==> config.mk <==
export PLATFORM = sky130hd
export DESIGN_NAME = counter_snapshot_reader
export DESIGN_NICKNAME = d
export VERILOG_FILES = /design/src/rtl/counter_snapshot_pkg.sv /design/src/rtl/snapshot_word_mux.sv /design/src/rtl/counter_snapshot_reader.sv
export SDC_FILE = /design/constraint.sdc
export NUM_CORES = 1
export LEC_CHECK = 0
export BUFFER_PORTS_ARGS = -buffer_cell sky130_fd_sc_hd__clkbuf_2
export CORE_MARGIN = 8
export CORE_UTILIZATION = 53
export DETAILED_ROUTE_END_ITERATION = 16
export PLACE_DENSITY = 0.87
export SLEW_MARGIN = 20
export SYNTH_ARGS = -nofsm -noshare
export SYNTH_HDL_FRONTEND = slang
export SYNTH_SLANG_ARGS = --single-unit
export TNS_END_PERCENT = 50
==> constraint.sdc <==
create_clock -name clk -period 1.62 [get_ports clk]
set_input_delay 0.324 -clock clk [delete_from_list [all_inputs] [get_ports clk]]
set_output_delay 0.324 -clock clk [all_outputs]
set_load 0.03 [all_outputs]
==> src/rtl/counter_snapshot_pkg.sv <==
// counter_snapshot_pkg: shared state, word ids and sizes for the snapshot reader
// Macro COUNTER_SNAPSHOT_SEQ_EN adds the sequence word (4 words instead of 3).
package counter_snapshot_pkg;
  typedef enum logic [1:0] {IDLE, SEND, CLEAR} state_t;
  localparam logic [1:0] ID_IC = 2'd0;
  localparam logic [1:0] ID_MA = 2'd1;
  localparam logic [1:0] ID_MC = 2'd2;
  localparam logic [1:0] ID_SEQ = 2'd3;
  localparam int SEQ_W = 16;
`ifdef COUNTER_SNAPSHOT_SEQ_EN
  localparam int NUM_WORDS = 4;
`else
  localparam int NUM_WORDS = 3;
`endif
  localparam logic [1:0] LAST_ID = 2'(NUM_WORDS - 1);
endpackage

==> src/rtl/snapshot_word_mux.sv <==
// snapshot_word_mux: selects one snapshot value by word index and zero-extends it
// Ports: idx (word id), ic/ma/mc (captured counts), seq (sequence value), data (selected word).
module snapshot_word_mux
  import counter_snapshot_pkg::*;
#(
  parameter int CNT_W = 20,
  parameter int DATA_W = 32
) (
  input  logic [1:0]        idx,
  input  logic [CNT_W-1:0]  ic,
  input  logic [CNT_W-1:0]  ma,
  input  logic [CNT_W-1:0]  mc,
  input  logic [SEQ_W-1:0]  seq,
  output logic [DATA_W-1:0] data
);
  assign data = idx == ID_IC ? DATA_W'(ic) :
                idx == ID_MA ? DATA_W'(ma) :
                idx == ID_MC ? DATA_W'(mc) : DATA_W'(seq);
endmodule

==> src/rtl/counter_snapshot_reader.sv <==
// counter_snapshot_reader: captures three event counts on request and streams them over valid/ready
// Ports: clk, rst (async active-low), inst_count/ma_count/mc_count, snap_req,
//   out_valid/out_ready/out_data/out_id/out_last stream, busy, cnt_clr.
// Macro COUNTER_SNAPSHOT_SEQ_EN appends a 16-bit snapshot sequence word (id 3).
module counter_snapshot_reader
  import counter_snapshot_pkg::*;
#(
  parameter int CNT_W = 20,
  parameter int DATA_W = 32,
  parameter int CLEAR_ON_READ = 0
) (
  input  logic              clk,
  input  logic              rst,
  input  logic [CNT_W-1:0]  inst_count,
  input  logic [CNT_W-1:0]  ma_count,
  input  logic [CNT_W-1:0]  mc_count,
  input  logic              snap_req,
  output logic              out_valid,
  input  logic              out_ready,
  output logic [DATA_W-1:0] out_data,
  output logic [1:0]        out_id,
  output logic              out_last,
  output logic              busy,
  output logic              cnt_clr
);
  state_t state;
  logic pending, cap, accept;
  logic [CNT_W-1:0] ic_q, ma_q, mc_q;
  logic [SEQ_W-1:0] seq_nxt;
  logic [1:0] nidx;
  logic [DATA_W-1:0] word;
  assign cap = state == IDLE && (snap_req || pending);
  assign accept = out_valid && out_ready;
  // Next word is selected ahead of time so out_data/out_id can be registered;
  // on capture the mux sees the live counts that are being latched this edge.
  assign nidx = cap ? ID_IC : out_id + 2'd1;
`ifdef COUNTER_SNAPSHOT_SEQ_EN
  logic [SEQ_W-1:0] seq_q;
  assign seq_nxt = cap ? seq_q + 1'b1 : seq_q;
  always_ff @(posedge clk or negedge rst)
    if (!rst) seq_q <= '0;
    else if (cap) seq_q <= seq_q + 1'b1;
`else
  assign seq_nxt = '0;
`endif
  snapshot_word_mux #(.CNT_W(CNT_W), .DATA_W(DATA_W)) u_mux (
    .idx  (nidx),
    .ic   (cap ? inst_count : ic_q),
    .ma   (cap ? ma_count : ma_q),
    .mc   (cap ? mc_count : mc_q),
    .seq  (seq_nxt),
    .data (word)
  );
  always_ff @(posedge clk or negedge rst) begin
    if (!rst) begin
      state <= IDLE;
      pending <= 1'b0;
      ic_q <= '0;
      ma_q <= '0;
      mc_q <= '0;
      out_valid <= 1'b0;
      out_data <= '0;
      out_id <= '0;
      out_last <= 1'b0;
      busy <= 1'b0;
      cnt_clr <= 1'b0;
    end else begin
      cnt_clr <= 1'b0;
      // One-deep: a request while busy is remembered once, extra ones are lost.
      if (snap_req && state != IDLE) pending <= 1'b1;
      case (state)
        IDLE: if (cap) begin
          ic_q <= inst_count;
          ma_q <= ma_count;
          mc_q <= mc_count;
          pending <= 1'b0;
          out_valid <= 1'b1;
          out_id <= nidx;
          out_data <= word;
          out_last <= nidx == LAST_ID;
          busy <= 1'b1;
          state <= SEND;
        end
        SEND: if (accept) begin
          if (out_last) begin
            out_valid <= 1'b0;
            out_last <= 1'b0;
            cnt_clr <= CLEAR_ON_READ != 0;
            busy <= CLEAR_ON_READ != 0;
            state <= CLEAR_ON_READ != 0 ? CLEAR : IDLE;
          end else begin
            out_id <= nidx;
            out_data <= word;
            out_last <= nidx == LAST_ID;
          end
        end
        default: begin
          busy <= 1'b0;
          state <= IDLE;
        end
      endcase
    end
  end
endmodule
## Word-level counts from Yosys, hierarchy flattened

Cells that the tools add are included.

| operators by class | value |
|---|---|
| add/subtract/negate cells | 1 |
| reduce and logical (&&, ||, !) cells | 12 |
| eq/ne operators | 7 |
| muxes and demuxes | 31 |

Operator list:

| cell | number |
|---|---|
| 32-bit 2-to-1 mux | 5 |
| 20-bit 2-to-1 mux | 4 |
| 32-bit one-hot mux with 2 select lines | 1 |
| 2-bit 2-to-1 mux | 7 |
| 1-bit 2-to-1 mux | 9 |
| 2-bit != test (second input constant) | 4 |
| 2-bit one-hot mux with 2 select lines | 2 |
| 4-bit AND reduction | 2 |
| 1-bit one-hot mux with 2 select lines | 3 |
| 3-bit AND reduction | 2 |
| 2-bit by 1-bit equality test with 1-bit output (second input constant) | 2 |
| 2-bit zero test | 2 |
| 2-bit nonzero test | 2 |
| 1-bit logical AND | 3 |
| 2-bit by 1-bit adder with 2-bit output (second input constant) | 1 |
| 2-bit equality test (second input constant) | 1 |
| 1-bit logical OR | 1 |

| storage, ports and cells | value |
|---|---|
| logic and storage cells | 61 |
| register bits after elaboration | 100 |

## Depth between registers and ports, before layout

Gate-level depths: netlist of run 1.

| logic depth | value |
|---|---|
| word-level depth | 10 |
| mapped depth | 6 |
| depth with buffers taken out | 4 |

## By module

Synthesis of run 1 repeated with hierarchy kept, for this count alone.

| second synthesis, totals | value |
|---|---|
| cells, all modules | 329 |
| area total of the unflattened synthesis | 5017.3 µm² |

Modules (own cells, without submodules):

| module | cells an instance | instances | area each (µm²) |
|---|---|---|---|
| counter_snapshot_reader | 287 | 1 | 4445.5 |
| snapshot_word_mux | 42 | 1 | 571.8 |

## Worst setup path after synthesis of run 1

Ideal clock, no wire load.

| timing path | value |
|---|---|
| kind | flip-flop to flip-flop |
| from | register out_valid |
| to | register out_data[0] |
| path buffers | 0 |
| data required time | 1.499 ns |
| cell stages (with the launch flop) | 5 |
| clock period less this slack | 1.590 ns |
| data arrival time | 1.469 ns |
| slack | 0.030 ns |
| cells stage by stage | dfrtp_1 -> o21bai_4 -> mux2_2 -> nand2b_1 -> a22o_1 |

| between the ends | value |
|---|---|
| longest elaborated chain between the ends | 3 |

RTL lines:

| item | RTL line | RTL |
|---|---|---|
| start, declared | counter_snapshot_reader.sv:18 | `output logic out_valid,` |
| start signal, assigned | counter_snapshot_reader.sv:61 | `out_valid <= 1'b0;` |
| start signal, assigned | counter_snapshot_reader.sv:77 | `out_valid <= 1'b1;` |
| start signal, assigned | counter_snapshot_reader.sv:86 | `out_valid <= 1'b0;` |
| 1-bit logical AND | counter_snapshot_reader.sv:33 | `assign accept = out_valid && out_ready;` |
| 2-bit != test (no source line) | n/a |  |
| 4-bit AND reduction (no source line) | n/a |  |
| end signal, assigned | counter_snapshot_reader.sv:79 | `out_data <= word;` |
| end signal, assigned | counter_snapshot_reader.sv:93 | `out_data <= word;` |
| end, declared | counter_snapshot_reader.sv:20 | `output logic [DATA_W-1:0] out_data,` |

No other way between the ends.
A chain may end at the register's enable or synchronous reset.

## Final worst setup path of run 1

| timing path | value |
|---|---|
| from | register out_id[0] |
| to | output out_id[0] |

RTL lines:

| item | RTL line | RTL |
|---|---|---|
| start, declared | counter_snapshot_reader.sv:21 | `output logic [1:0] out_id,` |
| start signal, assigned | counter_snapshot_reader.sv:78 | `out_id <= nidx;` |
| start signal, assigned | counter_snapshot_reader.sv:92 | `out_id <= nidx;` |

No word-level cell between the ends.

==> impl_results.md, run 1 <==
* CP Data Required Time at 1.30 ns
* Area of the multi-input gates at 1594 um2
* Setup Viol. Count Final at 0
* Number of global-route vias before repair at 3229
* Port Buf Inserts at 88
* Worst r2r src: out_valid
* Max-slew violations at 0
* Ratio of final minimum period to clock period at 97.63%
* Ratio of cells with drive above 1 in the final layout at 26.33%
* Placement Rows at 31
* Overall fraction of global-route tracks in use at 18.61%
* Total vias in the final route at 3281
* Wire length of the first global-routing pass at 14990 um
* Count of cell types in the netlist at 31
* Area of the mapped netlist at 3946 um2
* TritonRoute pass-1 iters at 5
* Minimum clock period at 1.582 ns
* Cells on worst reg2reg path at 4
* PnR worst setup slack at 0.03847 ns
* Arrival time worst endpoint at 1.26 ns
* Class of the tightest hold or removal check: input port to flop
* Number of register bits inferred by synthesis at 85
* Synth Warn # at 0
* Post-detailed-route wirelength per cell at 14.65 um
* Leading post-synthesis cells by instance count: 195 x sky130_fd_sc_hd__nand2_1, 85 x sky130_fd_sc_hd__dfrtp_1, 34 x sky130_fd_sc_hd__o21ai_0
* Register-to-register setup slack at 0.07 ns
* Area share of the leading cell type in the synthesized netlist at 53.90%
* Power density over cell area at 2033 nW/um2
* Buffers inserted by post-CTS timing repair at 0
* Routability Congestion at 0.8643
* Hold Vio Cnt, Final at 0
* Number of antenna diodes at 0
* Area contributors post-synth: sky130_fd_sc_hd__dfrtp_1 54%, sky130_fd_sc_hd__nand2_1 19%, sky130_fd_sc_hd__o21ai_0 4.3%, sky130_fd_sc_hd__a21oi_1 3.0%, sky130_fd_sc_hd__buf_4 3.0%
* WHS Path Cells at 3
* Pin count of the biggest net entering global routing at 39
* Clock skew at 0.006507 ns
* Later-pin clock latency in the skew report at 0.35 ns
* Share of async-settable or async-resettable flops after synthesis at 100.0%
* CORE AREA at 7214 um2
* Starting Density at 54.70%
* Storage cell area at 2127 um2
* Num CTS Buffers at 9
* LEAKAGE at 0.002505 uW
* Startpoint of the most critical hold path: ma_count[1]
* Avg Synthesized Cell Area at 8.654 um2
* Clock slew at reported path FFs at 0.08 ns
* Die Span Y at 102.3 um
* Total of max-cap violations at 0
* Mux share of post-synthesis cell area at 0.8561%
* Synth Area in Simple Gates at 24.00%
* Number of antenna violations at the first check in global routing at 0
* Critical Path Fanout Max at 15
* Relative slew slack at 61.88%
* Slew at the pin with the worst max-slew slack at 0.5646 ns
* Total I/O pin count at 102
* Cell with the most instances after synthesis: sky130_fd_sc_hd__nand2_1
* Clock root buffer master: sky130_fd_sc_hd__clkbuf_8
* Worst Hold End: ma_q[1]
* Compound-gate portion of the synthesized area at 14.17%
* # DRC at 0
* Worst hold-check slack at 0.1558 ns
* ANT nets after route at 0
* Final HPWL DP at 7062 um
* Post-synth EDFFs at 0
* Type of the worst setup path: flop to output port
* Portion of the post-synthesis area used by sequential elements at 53.90%
* Die span in x at 102.3 um
* Cell taking the most area after synthesis: sky130_fd_sc_hd__dfrtp_1
* Net count reported at finish at 606
* Number of fill cells in the layout at 599
* Maximum VDD drop at 761.4 uV
* Post-synthesis share of cell area spent on full adders, half adders and majority gates at 0%
* Floorplan die area at 10460 um2
* CP Capture Type: output port
* Instance count of the mapped netlist at 456
* Timing-limited maximum frequency at 632.3 MHz
* Unrepaired setup endpoints after global routing: yes
* Synthesized-area fraction occupied by xor and xnor cells at 0%
* Maximum level of the CTS H-tree at 3
* Worst slack at placement at 0.06508 ns
* Sum of overflow across all layers after global routing at 0
* Wire length after detailed routing at 9462 um
* Layout overhead on the synthesized area at 19.40%
* Status: completed
* Clock sink count at 85
* Dominant register cell in the synthesized netlist: sky130_fd_sc_hd__dfrtp_1
* Via density per instance at 5.079
* Startpoint Class: flop
* Reg-to-Reg End: out_id[1]
* DRT iter0 DRCs at 229
* CTS tree: built
* Maximum root-to-sink buffer count at 2
* Main combinational cell family by area after synthesis: simple AND/OR/NAND/NOR gates
[worst max-delay path, stage by stage, from the launching register on]
cell and delay (ns):
sky130_fd_sc_hd__dfrtp_1 0.46, sky130_fd_sc_hd__buf_4 0.22, sky130_fd_sc_hd__clkbuf_2 0.23
[worst max path at each step]
| stage | slack [ns] | from | end | cells after the start |
|---|---|---|---|---|
| finish | 0.04 | out_id[0] | out_id[0] | 2 |
| global route | -0.01 | out_id[0] | out_id[0] | 2 |
| CTS | 0.04 | out_id[0] | out_id[0] | 2 |
| detailed placement | 0.07 | snap_req | out_data[19] | 6 |
| global placement | 0.11 | snap_req | out_data[19] | 6 |
| floorplan | 0.03 | out_valid | out_data[0] | 4 |
[layout by cell type (no fill, tap or decap), types with 2 or more instances in the layout]
cell                        instances
sky130_fd_sc_hd__a21oi_1           24
sky130_fd_sc_hd__a21oi_2            2
sky130_fd_sc_hd__inv_1              2
sky130_fd_sc_hd__dfrtp_1           85
sky130_fd_sc_hd__nand2_1          195
sky130_fd_sc_hd__o21a_1             4
sky130_fd_sc_hd__nand2b_1          15
sky130_fd_sc_hd__buf_12             4
sky130_fd_sc_hd__a22o_1             3
sky130_fd_sc_hd__nand3_1           16
sky130_fd_sc_hd__clkbuf_2          87
sky130_fd_sc_hd__a31o_2            12
sky130_fd_sc_hd__conb_1            13
sky130_fd_sc_hd__clkbuf_8          11
sky130_fd_sc_hd__a21o_1             4
sky130_fd_sc_hd__o21ai_0           34
sky130_fd_sc_hd__bufinv_16          2
sky130_fd_sc_hd__mux2_2             3
sky130_fd_sc_hd__buf_4             13
sky130_fd_sc_hd__nor2_2             2
sky130_fd_sc_hd__clkinv_2           2
[logic make-up after synthesis]
logic type,count (synthesis)
AO/OA/AOI/OAI,89
other,1
flip-flops,85
AND/OR/NAND/NOR,233
multiplexers,3
buffers and inverters,45
[final cells by class]
| class | count | area share [%] |
|---|---|---|
| Clock buffer | 12 | 3.293 |
| Tap cell | 99 | 2.629 |
| Sequential cell | 85 | 45.14 |
| Timing Repair Buffer | 106 | 13.46 |
| Inverter | 2 | 0.1593 |
| Multi-Input combinational cell | 338 | 33.83 |
| Clock inverter | 4 | 1.487 |
[through the flow]
step | utilization [%] | setup TNS (ns) | total power, uW | cell area (um2) | std cells
2_1_floorplan | - | 0 | 6709 | 3991 | 468
3_3_place_gp | 61.97 | 0 | 7690 | 4471 | 629
3_5_place_dp | 61.97 | 0 | 7929 | 4471 | 629
4_1_cts | 65.23 | 0 | 9613 | 4706 | 646
5_1_grt | 65.31 | -0.01465 | 10250 | 4712 | 646
6_report | 65.31 | 0 | 9581 | 4712 | 646
[timing repair]
item / in CTS / in global routing
setup endpoints to repair: 0 / 3
gates resized for setup: 0 / 2
hold buffers: 1 / 0
hold endpoints to repair: 33 / 0
[state kept, by name, indices dropped and copies added, names as in the netlist]
signal / cells
out_id: 2
out_last: 1
mc_q: 20
out_valid: 1
ic_q: 20
out_data: 20
pending: 1
ma_q: 20
[power by group]
| group | switching, uW | internal (uW) | leakage (uW) |
|---|---|---|---|
| combinational | 2660 | 1610 | 0.00133 |
| sequential | 537 | 3120 | 0.00106 |
| clock | 713 | 948 | 0.000116 |
[metal layers]
layer	wire length [um]	share of wire, %	GRT usage (%)	up-vias
met2	4678	49	30.08	92
li1	-	-	-	1626
met3	582	6.2	5.177	11
met5	0	0	0	-
met4	145	1.5	7.336	0
met1	4056	43	23.05	1552
Power figures use the tool's default switching activity.
==> inputs of run 2 (changes only) <==
==> constraint.sdc (replaced) <==
create_clock -name clk -period 1.6 [get_ports clk]
set_input_delay 0.32 -clock clk [delete_from_list [all_inputs] [get_ports clk]]
set_output_delay 0.32 -clock clk [all_outputs]
set_load 0.03 [all_outputs]
==> run 2 against run 1 <==
Sequential share of layout area is 0.39 points higher; final cell count is 0.31% lower; worst setup slack better by 0.036 ns; wire length hardly changed; via count decreased by 0.61%; clock-buffer cell count rose by 2; flip-flop and latch count unchanged; first-iteration DRC count grew 2.2%; die area unchanged; non-clock buffer count fell by 1; critical path depth increased by 2; clock skew is 0.0060 ns higher; largest cell class unchanged.
==> impl_results.md, run 2 (synthesis gave the netlist of run 1 again) <==
* Status: completed
* Cells on worst reg2reg path at 4 (unchanged)
* Clock root buffer master: sky130_fd_sc_hd__clkbuf_8
* Via density per instance at 5.064 (-0.30%)
* Total I/O pin count at 102 (unchanged)
* CORE AREA at 7214 um2 (unchanged)
* Number of global-route vias before repair at 3390 (+5.0%)
* Floorplan die area at 10460 um2 (unchanged)
* Setup Viol. Count Final at 0 (unchanged)
* Port Buf Inserts at 88 (unchanged)
* Critical Path Fanout Max at 7 (-8)
* Number of gates on the worst path with buffers counted at 4 (+2)
* Net count reported at finish at 605 (-0.17%)
* WHS Path Cells at 3 (unchanged)
* Delay-heaviest family, CP: flip-flops
* Ratio of final minimum period to clock period at 95.35%
* Wire length of the first global-routing pass at 15580 um (+3.9%)
* Clock sink count at 85 (unchanged)
* Num CTS Buffers at 9 (unchanged)
* Total vias in the final route at 3261 (-0.61%)
* CP Data Required Time at 1.83 ns (+0.53 ns)
* Placement Rows at 31 (unchanged)
* Starting Density at 54.70% (unchanged)
* Arrival time worst endpoint at 1.76 ns (+0.50 ns)
* Clock skew at 0.01247 ns (+0.005962 ns)
* Register-to-register setup slack at 0.07 ns (about the same)
* Total of max-cap violations at 0 (unchanged)
* CP max stage delay at 0.47 ns (about the same)
* Sum of overflow across all layers after global routing at 0 (unchanged)
* Number of antenna diodes at 0 (unchanged)
* Internal power contribution at 5587 uW (-1.5%)
* Worst hold-check slack at 0.1624 ns (+0.006693 ns)
* Number of buffers and inverters on the critical path at 0 (-2)
* Clock slew at reported path FFs at 0.08 ns (about the same)
* Clock network fraction of total power at 15.6% (-1.7 points)
* Die Span Y at 102.3 um (unchanged)
* Startpoint Class: flop
* Later-pin clock latency in the skew report at 0.34 ns (about the same)
* Hold Vio Cnt, Final at 0 (unchanged)
* Number of antenna violations at the first check in global routing at 0 (unchanged)
* DRT iter0 DRCs at 234 (+2.2%)
* CP Capture Type: flop
* Met3 capacity usage during global routing at 4.564% (-0.61 points)
* Unrepaired setup endpoints after global routing: no
* Portion of total power attributed to sequential cells at 38.8% (+0.6 points)
* Met1 usage in global routing at 22.92% (-0.13 points)
* Final HPWL DP at 6991 um (-1.0%)
* Die span in x at 102.3 um (unchanged)
* Switching power at 3937 uW (+0.75%)
* Post-detailed-route wirelength per cell at 14.70 um (+0.36%)
* Cell with the largest stage delay on the worst path: sky130_fd_sc_hd__dfrtp_1
* Met2 Use GR at 30.78% (+0.70 points)
* Minimum clock period at 1.526 ns
* Layout overhead on the synthesized area at 18.39%
* LEAKAGE at 0.002482 uW (-0.92%)
* Type of the worst setup path: flop to flop
* Top library cells by usage in the layout, fill and taps aside: 195 x sky130_fd_sc_hd__nand2_1, 87 x sky130_fd_sc_hd__clkbuf_2, 85 x sky130_fd_sc_hd__dfrtp_1
* Most Crowded Layer GR: met2
* ANT nets after route at 0 (unchanged)
* TNS Setup at 0 ns (unchanged)
* Most common library cell in the layout ignoring fill and taps: sky130_fd_sc_hd__nand2_1
* Class of the tightest hold or removal check: input port to flop
* Maximum level of the CTS H-tree at 3 (unchanged)
* Ratio of cells with drive above 1 in the final layout at 25.69% (-0.64 points)
* Overall fraction of global-route tracks in use at 19.02% (+0.41 points)
* Wire length after detailed routing at 9467 um (about the same)
* Maximum VDD drop at 688.7 uV (-9.6%)
* Power density over cell area at 2039 nW/um2 (+0.26%)
* Pin count of the biggest net entering global routing at 39 (unchanged)
* Net switching share of the total power at 41.34% (+0.55 points)
* Maximum root-to-sink buffer count at 2 (unchanged)
* Cells along the critical path: o21bai_4 > mux2_2 > nand2b_1 > a22o_1
* Max-slew violations at 0 (unchanged)
* Power, Total at 9524 uW (-0.59%)
* # DRC at 0 (unchanged)
* Number of fill cells in the layout at 609 (+1.7%)
* CTS tree: built
* Routability Congestion at 0.8301 (-4.0%)
* Timing-limited maximum frequency at 655.5 MHz
* TritonRoute pass-1 iters at 4 (-1)
* Comb pwr share at 45.6% (+1.1 points)
==> run 2: what timing repair did <==
| action | 4_1_cts | 5_1_grt |
|---|---|---|
| hold buffers | 1 | 0 |
| endpoints found under the setup margin | 0 | 7 |
| hold endpoints to repair | 28 | 0 |
| gates resized for setup | 0 | 4 |
| setup buffers | 0 | 0 |
==> run 2: layout make-up <==
class                   count  area (um2)  area share (%)
repair buffers            105       626.9           13.42
flip-flops and latches     85        2127           45.53
well taps                  99       123.9           2.651
clock buffers              14       162.7           3.482
multi-input cells         338        1594           34.12
inverters                   2       7.507          0.1607
clock inverters             1       30.03          0.6427
==> run 2: worst reg2reg max path, stage by stage, from the launching register on <==
cell and delay (ns):
sky130_fd_sc_hd__dfrtp_1 0.47, sky130_fd_sc_hd__o21bai_4 0.22, sky130_fd_sc_hd__mux2_2 0.38, sky130_fd_sc_hd__nand2b_1 0.15, sky130_fd_sc_hd__a22o_1 0.20
==> run 2: path summary, 6_finish.rpt <==
check / start / endpoint
min reg2reg: ic_q[11] / ic_q[11]
max: out_valid / out_data[0]
min in group asynchronous: rst / mc_q[4]
max in group asynchronous: rst / ma_q[11]
min: mc_count[4] / mc_q[4]
max reg2reg: out_valid / out_data[0]
==> run 2: per-stage QoR <==
stage	worst slack, ns	cell area (um2)	cells	util, %
floorplan	0.01012	3991	468	-
global route	0.0004818	4672	644	64.76
finish	0.07439	4672	644	64.76
CTS	0.01468	4666	644	64.67
global placement	0.09729	4463	628	61.86
detailed placement	0.03585	4463	628	61.86
==> run 2: power by group through the flow <==
stage / sequential, uW / combinational (uW) / clock (uW)
finish: 3700 / 4340 / 1490
global route: 3810 / 4820 / 1600
CTS: 3690 / 4340 / 1510
detailed placement: 3720 / 4310 / 0
global placement: 3680 / 4100 / 0
floorplan: 4070 / 2730 / 0
==> run 2: per-layer routing <==
| metal | part of all wire, % | vias to the layer above |
|---|---|---|
| li1 | - | 1621 |
| met1 | 42 | 1502 |
| met2 | 48 | 117 |
| met3 | 7.4 | 21 |
| met4 | 2.0 | 0 |
| met5 | 0 | - |
==> inputs of run 3 (changes only) <==
--- a/config.mk
+++ b/config.mk
@@ -6,6 +6,7 @@
 export NUM_CORES = 1
 export LEC_CHECK = 0
 export BUFFER_PORTS_ARGS = -buffer_cell sky130_fd_sc_hd__clkbuf_2
+export CORE_ASPECT_RATIO = 1.4
 export CORE_MARGIN = 8
 export CORE_UTILIZATION = 53
 export DETAILED_ROUTE_END_ITERATION = 16
==> run 3 against run 2 <==
Via count is 0.64% higher; cell area is 0.32% higher; sequential power hardly changed; combinational power hardly changed; power is 0.12% lower; utilization is 0.27 points lower; worst hold slack worse by 0.015 ns; non-clock buffer count is 1 higher; critical path depth stayed put; wire length is 0.69% lower; critical endpoint is now out_data[2]; largest cell class unchanged; largest power group unchanged; highest routed layer unchanged.
==> impl_results.md, run 3 (synthesis gave the netlist of run 1 again) <==
* Arrival time worst endpoint at 1.79 ns (+0.03 ns)
* Post-detailed-route wirelength per cell at 14.62 um (-0.53%)
* Area after DPL at 4481 um2 (+0.39%)
* Number of antenna violations at the first check in global routing at 0 (unchanged)
* Clock network fraction of total power at 15.8% (+0.2 points)
* Internal power contribution at 5612 uW (+0.45%)
* DRT iter0 DRCs at 227 (-3.0%)
* Power, Total at 9513 uW (-0.12%)
* Switching power at 3901 uW (-0.93%)
* Comb pwr share at 45.6% (about the same)
* Port Buf Inserts at 88 (unchanged)
* Power density over cell area at 2030 nW/um2 (-0.44%)
* Starting Density at 54.30% (-0.40 points)
* Timing-limited maximum frequency at 649.1 MHz (-0.97%)
* Die Span Y at 118.1 um (+15%)
* Layout overhead on the synthesized area at 18.77%
* Net switching share of the total power at 41.01% (-0.33 points)
* Number of buffers and inverters on the critical path at 0 (unchanged)
* Area of the multi-input gates at 1592 um2 (-0.16%)
* Cell with the largest stage delay on the worst path: sky130_fd_sc_hd__dfrtp_1
* ANT nets after route at 0 (unchanged)
* Placement Rows at 37 (+19%)
* Via density per instance at 5.104 (+0.80%)
* Inst Count DP at 627 (-0.16%)
* Pin count of the biggest net entering global routing at 44 (+13%)
* Detail Route met3 WL at 537 um (-23%)
* Status: completed
* Most common library cell in the layout ignoring fill and taps: sky130_fd_sc_hd__nand2_1
* TNS Setup at 0 ns (unchanged)
* CTS tree: built
* Clock sink count at 85 (unchanged)
* Type of the worst setup path: flop to flop
* Maximum root-to-sink buffer count at 2 (unchanged)
* Setup Viol. Count Final at 0 (unchanged)
* Net count reported at finish at 606 (+0.17%)
* CP Capture Type: flop
* Top library cells by usage in the layout, fill and taps aside: 195 x sky130_fd_sc_hd__nand2_1, 87 x sky130_fd_sc_hd__clkbuf_2, 85 x sky130_fd_sc_hd__dfrtp_1
* Sum of overflow across all layers after global routing at 0 (unchanged)
* Minimum clock period at 1.540 ns (+0.01488 ns)
* Final non-filler cell total at 643 (-0.16%)
* Clock slew at reported path FFs at 0.08 ns (about the same)
* Max-slew violations at 0 (unchanged)
* Ratio of final minimum period to clock period at 96.28% (+0.93 points)
* Finished Core Util at 64.49% (-0.27 points)
* Overall fraction of global-route tracks in use at 19.07% (+0.048 points)
* Class of the tightest hold or removal check: input port to flop
* Number of fill cells in the layout at 608 (-0.16%)
* Hold Vio Cnt, Final at 0 (unchanged)
* Total vias in the final route at 3282 (+0.64%)
* Clock root buffer master: sky130_fd_sc_hd__clkbuf_8
* TritonRoute pass-1 iters at 5 (+1)
* Maximum VDD drop at 842.8 uV (+22%)
* Top routing layer used: met4
* Ratio of cells with drive above 1 in the final layout at 25.64% (-0.047 points)
* Total I/O pin count at 102 (unchanged)
* Cells along the critical path: o21bai_4 > mux2_2 > nand2b_1 > a22o_1
* Wire length after detailed routing at 9402 um (-0.69%)
* CP max stage delay at 0.42 ns (-0.05 ns)
* Die span in x at 88.93 um (-13%)
* Floorplan die area at 10500 um2 (+0.37%)
* Routability Congestion at 0.8638 (+4.1%)
* Maximum level of the CTS H-tree at 3 (unchanged)
* LEAKAGE at 0.002492 uW (+0.40%)
* Wire length of the first global-routing pass at 15810 um (+1.5%)
* Later-pin clock latency in the skew report at 0.36 ns (+0.02 ns)
* # DRC at 0 (unchanged)
* Total of max-cap violations at 0 (unchanged)
* Critical Path Fanout Max at 6 (-1)
* Clock skew at 0.007985 ns (-0.004485 ns)
* Startpoint Class: flop
* Number of antenna diodes at 0 (unchanged)
* Number of global-route vias before repair at 3380 (-0.29%)
* CP Data Required Time at 1.85 ns (+0.02 ns)
* DRT met1 WL at 3999 um (+0.30%)
* Delay-heaviest family, CP: compound AO/OA/AOI/OAI gates
* Portion of total power attributed to sequential cells at 38.6% (-0.2 points)
* CORE AREA at 7268 um2 (+0.75%)
* Storage cell area at 2127 um2 (unchanged)
* Num CTS Buffers at 9 (unchanged)
* Metal2 WL at 4595 um (+0.15%)
* Unrepaired setup endpoints after global routing: no
* Final Cell Area at 4687 um2 (+0.32%)
* Final HPWL DP at 6803 um (-2.7%)
run 3: cell count changes in the layout (fill, tap and decap cells not counted), sizes merged:
cell,before,now
buf,17,18
run 3: per-layer routing:
layer  global-route usage (%)  up-vias
met5                        0        -
met4                    9.777        0
met3                    3.843       19
met2                    29.50       98
met1                    24.28     1541
li1                         -     1624
run 3: power groups by stage:
stage / clock, uW / sequential (uW) / combinational, uW
CTS: 1510 / 3670 / 4350
detailed placement: 0 / 3700 / 4320
floorplan: 0 / 4070 / 2730
finish: 1500 / 3680 / 4340
global route: 1610 / 3790 / 4830
global placement: 0 / 3650 / 4160
run 3: layout make-up:
| class | count | area share (%) |
|---|---|---|
| flip-flops and latches | 85 | 45.38 |
| multi-input cells | 338 | 33.96 |
| repair buffers | 106 | 13.80 |
| clock buffers | 14 | 3.470 |
| well taps | 97 | 2.589 |
| clock inverters | 1 | 0.6407 |
| inverters | 2 | 0.1602 |
run 3: stage by stage:
stage | worst slack, ns | hold slack (ns)
2_1_floorplan | 0.01012 | 0.02441
3_3_place_gp | 0.1070 | 0.2807
3_5_place_dp | 0.001117 | 0.2819
4_1_cts | 0.03109 | 0.1453
5_1_grt | 0.003218 | 0.1524
6_report | 0.05951 | 0.1472
run 3: worst paths after layout:
check | from | end | slack, ns | cells after the start
setup / recovery | pending | out_data[2] | 0.06 | 4
hold / removal | mc_count[15] | mc_q[15] | 0.15 | 3
setup reg to reg | pending | out_data[2] | 0.06 | 4
hold reg to reg | mc_q[18] | mc_q[18] | 0.47 | 2
max in group asynchronous | rst | mc_q[16] | 0.59 | 3
min in group asynchronous | rst | out_id[1] | 0.45 | 2
run 3: repair_timing:
action | 4_1_cts | 5_1_grt
buffers inserted | 0 | 0
resized for setup | 0 | 1
hold buffers | 1 | 0
setup endpoints to repair | 0 | 2
endpoints found under the hold margin | 28 | 0
run 3: worst reg2reg max path, cell delays in order (launching register included):
cell                       delay [ns]
sky130_fd_sc_hd__dfrtp_1         0.42
sky130_fd_sc_hd__o21bai_4        0.26
sky130_fd_sc_hd__mux2_2          0.39
sky130_fd_sc_hd__nand2b_1        0.16
sky130_fd_sc_hd__a22o_1          0.19
